`config.mk`:
```
export PLATFORM = sky130hd
export DESIGN_NAME = ysyx_210544_dcache_sync_scan
export DESIGN_NICKNAME = d
export VERILOG_FILES = /design/src/rtl/ysyx_210544_dcache_sync_scan_pkg.sv /design/src/rtl/ysyx_210544_dcache_sync_scan.sv
export SDC_FILE = /design/constraint.sdc
export NUM_CORES = 1
export LEC_CHECK = 0
export CELL_PAD_IN_SITES_DETAIL_PLACEMENT = 0
export CELL_PAD_IN_SITES_GLOBAL_PLACEMENT = 1
export CORE_AREA = 2 2 430 432
export DETAILED_ROUTE_END_ITERATION = 8
export DIE_AREA = 0 0 432 434
export GPL_TIMING_DRIVEN = 1
export PLACE_DENSITY_LB_ADDON = 0.1
export SYNTH_ARGS = -nofsm -noshare
export SYNTH_HDL_FRONTEND = slang
export SYNTH_SLANG_ARGS = --single-unit
```
`constraint.sdc`:
```
create_clock -name clk -period 1.8 [get_ports clk]
set_input_delay 0.36 -clock clk [delete_from_list [all_inputs] [get_ports clk]]
set_output_delay 0.36 -clock clk [all_outputs]
set_load 0.005 [all_outputs]
```
`src/rtl/ysyx_210544_dcache_sync_scan_pkg.sv`:
```
// ----------------------------------------------------------------------------
// ysyx_210544_dcache_sync_scan_pkg
// Shared definitions for the DCache sync-scan engine: index/line widths,
// line-info field positions and the scan state encoding.
// ----------------------------------------------------------------------------
package ysyx_210544_dcache_sync_scan_pkg;

    localparam int unsigned WAY_W  = 2;
    localparam int unsigned BLK_W  = 4;
    localparam int unsigned IDX_W  = WAY_W + BLK_W;
    localparam int unsigned LINE_W = 512;
    localparam int unsigned INFO_W = 26;

    // Line info layout: {valid, dirty, tag[23:0]}
    localparam int unsigned INFO_VALID  = 25;
    localparam int unsigned INFO_DIRTY  = 24;
    localparam int unsigned INFO_TAG_HI = 23;
    localparam int unsigned INFO_TAG_LO = 0;

    typedef enum logic [2:0] {
        S_IDLE,
        S_READ,
        S_WAIT,
        S_PACK,
        S_GAP,
        S_DONE,
        S_HOLD
    } scan_state_e;

    function automatic logic info_valid(input logic [INFO_W-1:0] info);
        return info[INFO_VALID];
    endfunction

endpackage

```
`src/rtl/ysyx_210544_dcache_sync_scan.sv`:
```
// ----------------------------------------------------------------------------
// ysyx_210544_dcache_sync_scan
// Walks every DCache line in {way, blk} order, reads it from the array and
// hands each (valid) line to the cache-sync engine as a packet with a
// req/ack handshake, then reports completion with a one-cycle rack pulse.
//
// Ports:
//   clk, rst                 clock, asynchronous active-low reset
//   i_sync_dcache_rreq       scan request, held until rack is seen
//   o_sync_dcache_rack       scan-complete pulse
//   o_sync_dcache_rpackreq   packet valid, held until rpackack
//   i_sync_dcache_rpackack   packet accepted (one-cycle pulse)
//   o_sync_dcache_rwayid/rblkid/rinfo/rdata   packet contents
//   o_scan_ren, o_scan_rwayid, o_scan_rblkid  DCache array read port
//   i_scan_rinfo, i_scan_rdata                array read data (1 cycle later)
//   o_scan_busy              scan in progress; CPU accesses must stall
// ----------------------------------------------------------------------------
module ysyx_210544_dcache_sync_scan
    import ysyx_210544_dcache_sync_scan_pkg::*;
#(
    parameter int WAYS         = 4,
    parameter int BLKS         = 16,
    parameter int SKIP_INVALID = 1
) (
    input  logic              clk,
    input  logic              rst,

    input  logic              i_sync_dcache_rreq,
    output logic              o_sync_dcache_rack,
    output logic              o_sync_dcache_rpackreq,
    input  logic              i_sync_dcache_rpackack,
    output logic [WAY_W-1:0]  o_sync_dcache_rwayid,
    output logic [BLK_W-1:0]  o_sync_dcache_rblkid,
    output logic [INFO_W-1:0] o_sync_dcache_rinfo,
    output logic [LINE_W-1:0] o_sync_dcache_rdata,

    output logic              o_scan_ren,
    output logic [WAY_W-1:0]  o_scan_rwayid,
    output logic [BLK_W-1:0]  o_scan_rblkid,
    input  logic [INFO_W-1:0] i_scan_rinfo,
    input  logic [LINE_W-1:0] i_scan_rdata,
    output logic              o_scan_busy
);

    localparam logic [IDX_W-1:0] LAST_IDX = IDX_W'(WAYS * BLKS - 1);

    scan_state_e      state, state_nxt;
    logic [IDX_W-1:0] idx, idx_nxt;

    // The array address is the scan index itself; it only matters while
    // o_scan_ren is high, and idx resets to zero.
    assign o_scan_rwayid = idx[IDX_W-1:BLK_W];
    assign o_scan_rblkid = idx[BLK_W-1:0];

    always_comb begin
        state_nxt = state;
        idx_nxt   = idx;
        unique case (state)
            S_IDLE: begin
                if (i_sync_dcache_rreq) begin
                    idx_nxt   = '0;
                    state_nxt = S_READ;
                end
            end
            S_READ: state_nxt = S_WAIT;
            S_WAIT: begin
                if (SKIP_INVALID != 0 && !info_valid(i_scan_rinfo)) begin
                    if (idx == LAST_IDX) begin
                        state_nxt = S_DONE;
                    end else begin
                        idx_nxt   = idx + 1'b1;
                        state_nxt = S_READ;
                    end
                end else begin
                    state_nxt = S_PACK;
                end
            end
            S_PACK: begin
                if (i_sync_dcache_rpackack) state_nxt = S_GAP;
            end
            S_GAP: begin
                if (idx == LAST_IDX) begin
                    state_nxt = S_DONE;
                end else begin
                    idx_nxt   = idx + 1'b1;
                    state_nxt = S_READ;
                end
            end
            S_DONE: state_nxt = S_HOLD;
            S_HOLD: begin
                if (!i_sync_dcache_rreq) state_nxt = S_IDLE;
            end
            default: state_nxt = S_IDLE;
        endcase

        // Requester withdrawing mid-scan abandons it without a rack.
        if (!i_sync_dcache_rreq &&
            (state == S_READ || state == S_WAIT ||
             state == S_PACK || state == S_GAP)) begin
            state_nxt = S_IDLE;
        end
    end

    // Handshake/strobe outputs are registered from the next state so they
    // line up with the state they describe without combinational decode.
    always_ff @(posedge clk or negedge rst) begin
        if (!rst) begin
            state                  <= S_IDLE;
            idx                    <= '0;
            o_sync_dcache_rack     <= 1'b0;
            o_sync_dcache_rpackreq <= 1'b0;
            o_scan_ren             <= 1'b0;
            o_scan_busy            <= 1'b0;
            o_sync_dcache_rwayid   <= '0;
            o_sync_dcache_rblkid   <= '0;
            o_sync_dcache_rinfo    <= '0;
            o_sync_dcache_rdata    <= '0;
        end else begin
            state                  <= state_nxt;
            idx                    <= idx_nxt;
            o_sync_dcache_rack     <= (state_nxt == S_DONE);
            o_sync_dcache_rpackreq <= (state_nxt == S_PACK);
            o_scan_ren             <= (state_nxt == S_READ);
            o_scan_busy            <= (state_nxt != S_IDLE);
            if (state == S_WAIT) begin
                o_sync_dcache_rwayid <= idx[IDX_W-1:BLK_W];
                o_sync_dcache_rblkid <= idx[BLK_W-1:0];
                o_sync_dcache_rinfo  <= i_scan_rinfo;
                o_sync_dcache_rdata  <= i_scan_rdata;
            end
        end
    end

endmodule

```
==> impl_metrics.yaml <==
run_status:
  status: "finished with violations"
  violations: "setup timing"
synth:
  ys_warn_count: 0
  yosysMostFrequentCell: "dfrtp_1"
  synth-async-reset-ratio: 1.00
  synth-seq-cells: 557
  synth_seq_area_share: 0.664
  syn_area_mm2: 0.0210
  syn_inst: 1228
  netlist.area_leader.share: 0.664
  synth_edf_count: 0
  syn-num-nets: 1771
  synthDistinctLibCells: 35
  syn_avg_cell_area_um2: 17.1
  yosys.area.top_type: "dfrtp_1"
  synth_area_leaders: "dfrtp_1 (66%), mux2_2 (21%), mux2_1 (8.6%), buf_4 (1.2%), buf_6 (0.91%)"
  synthFlopType: "dfrtp_1"
  yosys-top-cells-count: "dfrtp_1 (557), mux2_2 (384), mux2_1 (161), buf_4 (33), buf_6 (17)"
clock_network:
  insertion_delay_ns: 0.70
  cts_sinks: 557
  cts_max_level: 3
  cts_tree: "built"
  cts_root_buf: "clkbuf_16"
  cts_buffers: 84
  clk_pin_slew_ns: 0.06
  clockBufferDepth: 3
timing:
  slew_headroom: 0.723
  slew_violations: 0
  finalHoldViolCount: 0
  hold_slack_ns: 0.182
  rsz0062_at_grt: "yes"
  clock_skew_ns: 0.0230
  post-route-period-util: 1.05
  setup_violations: 230
  setup_slack_ns: -0.0898
  period_needed_ns: 1.89
  max_freq_mhz: 529
  max_slew.worst_pin.slew_ns: 0.415
detailed_routing:
  drt-wirelength-per-cell_um: 25.7
  drt-pass1-iter-count: 4
  ant_nets: 0
  routed_wirelength_mm: 128
  vias: 16200
  drtIter0Drc: 560
  vias_per_cell: 3.25
  drc: 0
place:
  hpwl_mm: 96.9
  gp_congestion: 0.763
  dp_slack_ns: -0.206
  port-buffer-count: 1095
  placed_cell_area_mm2: 0.0353
grt:
  grt_max_degree: 67
  grt_pass1_wl_mm: 164
  grt_pass1_vias: 17600
  grt_overflow_total: 0
  grt_util_all_layers: 0.128
  antenna_found_initial: 49
setup_path:
  cp-end-kind: "flip-flop"
  cp_max_fo: 6
  critPathRequiredTime_ns: 2.36
  r2r-start: "state[2]"
  path_cells: "nor3_4, buf_12, buf_16, buf_12, buf_16, clkbuf_16, mux2_4"
  cpMaxStageDelayCell: "dfrtp_2"
  cp.arrival_ns: 2.45
  start_kind: "flip-flop"
  cpPeakStageDelay_ns: 0.42
  crit_path_start: "state[2]"
  setup.worst_path.class: "reg -> reg"
  ff2ff_setup_slack_ns: -0.09
cells_and_area:
  syn2layout_area_growth_pct: 93.2
  stdcell_area_mm2: 0.0405
  fin_nets: 3057
  drive_above_1_share: 0.398
  fin_util: 0.222
floorplan:
  num_io_pins: 1096
  die_x_um: 432
  core_area_mm2: 0.182
  row_count: 157
  die_h_um: 434
  dieArea_mm2: 0.187
  start_util: 0.115
power_and_ir_drop:
  p_leak_uw: 0.0171
  powerDensity_mw_per_mm2: 1310
  max-vdd-ir-drop_mv: 0.589
run:
  max_cap_violations: 0
hold_path:
  hold_path.class: "in -> async"
[final cells by class]
| class | count | area (um2) |
|---|---|---|
| Antenna cell | 8 | 20.0 |
| Clock buffer | 129 | 2560 |
| Clock inverter | 24 | 230 |
| Fill cell | 19400 | 142000 |
| Inverter | 4 | 15.0 |
| Multi-Input combinational cell | 604 | 7550 |
| Sequential cell | 557 | 14000 |
| Tap cell | 2385 | 2980 |
| Timing Repair Buffer | 1263 | 13200 |
[logic make-up (layout without fill, tap and decap cells)]
family                   Yosys count  after routing  share of synthesized area
other                              0              8                          0
adder cells (fa/ha/maj)            1              1                   0.000596
AO/OA/AOI/OAI                     26             26                    0.00954
flip-flops                       557            557                      0.664
multiplexers                     546            546                      0.293
buffers and inverters             67           1420                     0.0247
AND/OR/NAND/NOR                   30             30                    0.00757
XOR/XNOR                           1              1                   0.000417
[worst max-delay path: cells and delay by family (launching register included)]
family	cells	cell delay, ns
AND/OR/NAND/NOR	1	0.20
buffers and inverters	5	0.77
multiplexers	1	0.30
flip-flops	1	0.42
[final timing paths]
check / end / cells past startpoint
setup / recovery: o_sync_dcache_rdata[351] / 7
hold / removal: o_sync_dcache_rdata[39] / 2
setup reg to reg: o_sync_dcache_rdata[351] / 7
hold reg to reg: o_sync_dcache_rdata[406] / 1
max in group asynchronous: o_sync_dcache_rdata[340] / 4
min in group clk: o_sync_dcache_rdata[348] / 2
[repair_timing]
action	4_1_cts	5_1_grt
setup endpoints to repair	756	539
buffers inserted	34	17
gates cloned	26	24
hold buffers	1	0
pin swaps	1	1
resized for setup	1446	275
endpoints found under the hold margin	320	0
[where the power goes]
part | total [uW] | switching [uW] | leakage [uW] | internal (uW)
Clock | 16800 | 6600 | 0.00138 | 10200
Combinational | 17200 | 6740 | 0.00919 | 10500
Sequential | 19200 | 2570 | 0.00657 | 16700
[layer usage]
metal	GRT usage	up-vias	part of all wire
li1	-	7002	-
met1	0.140	8421	0.37
met2	0.243	594	0.54
met3	0.0379	163	0.061
met4	0.0276	0	0.020
met5	0	-	0
[flip-flops by register name, indices dropped and copies added, names as in the netlist]
register / flops
o_sync_dcache_rdata: 512
o_sync_dcache_rinfo: 26
idx: 6
o_sync_dcache_rblkid: 4
state: 3
o_sync_dcache_rwayid: 2
o_scan_busy: 1
o_scan_ren: 1
o_sync_dcache_rack: 1
o_sync_dcache_rpackreq: 1
[metrics by stage]
stage | std cells | total power, uW | setup TNS (ns)
2_1_floorplan | 1228 | 23100 | 0
3_5_place_dp | 4727 | 37000 | -3.89
6_report | 4974 | 53200 | -7.10
3_3_place_gp | 4727 | 37000 | -1.59
4_1_cts | 4941 | 53200 | -32.12
5_1_grt | 4968 | 56200 | -37.72
[cells in the final DEF (no fill, tap or decap), types with 2 or more instances in the layout]
master	Yosys	routed
clkinvlp_4	0	2
dfrtp_1	557	536
nor2_1	5	5
o21ai_0	7	7
buf_6	17	15
bufinv_16	0	3
inv_6	0	5
buf_16	0	28
clkbuf_1	0	18
clkinv_2	0	13
buf_8	0	5
dlygate4sd2_1	0	111
buf_4	33	61
a21oi_1	4	4
clkdlybuf4s50_1	0	540
diode_2	0	8
nand2_1	8	8
buf_2	13	110
clkdlybuf4s15_1	0	244
dfrtp_2	0	21
buf_12	0	43
mux2_1	161	47
nor2b_1	5	5
mux2_4	0	268
clkbuf_16	0	108
a32o_1	2	2
inv_1	3	3
a41oi_1	2	2
clkdlybuf4s15_2	0	81
nand3_1	3	3
mux2_2	384	230
and3_1	5	5
clkbuf_8	0	25
(Power assumes the default switching activity.)
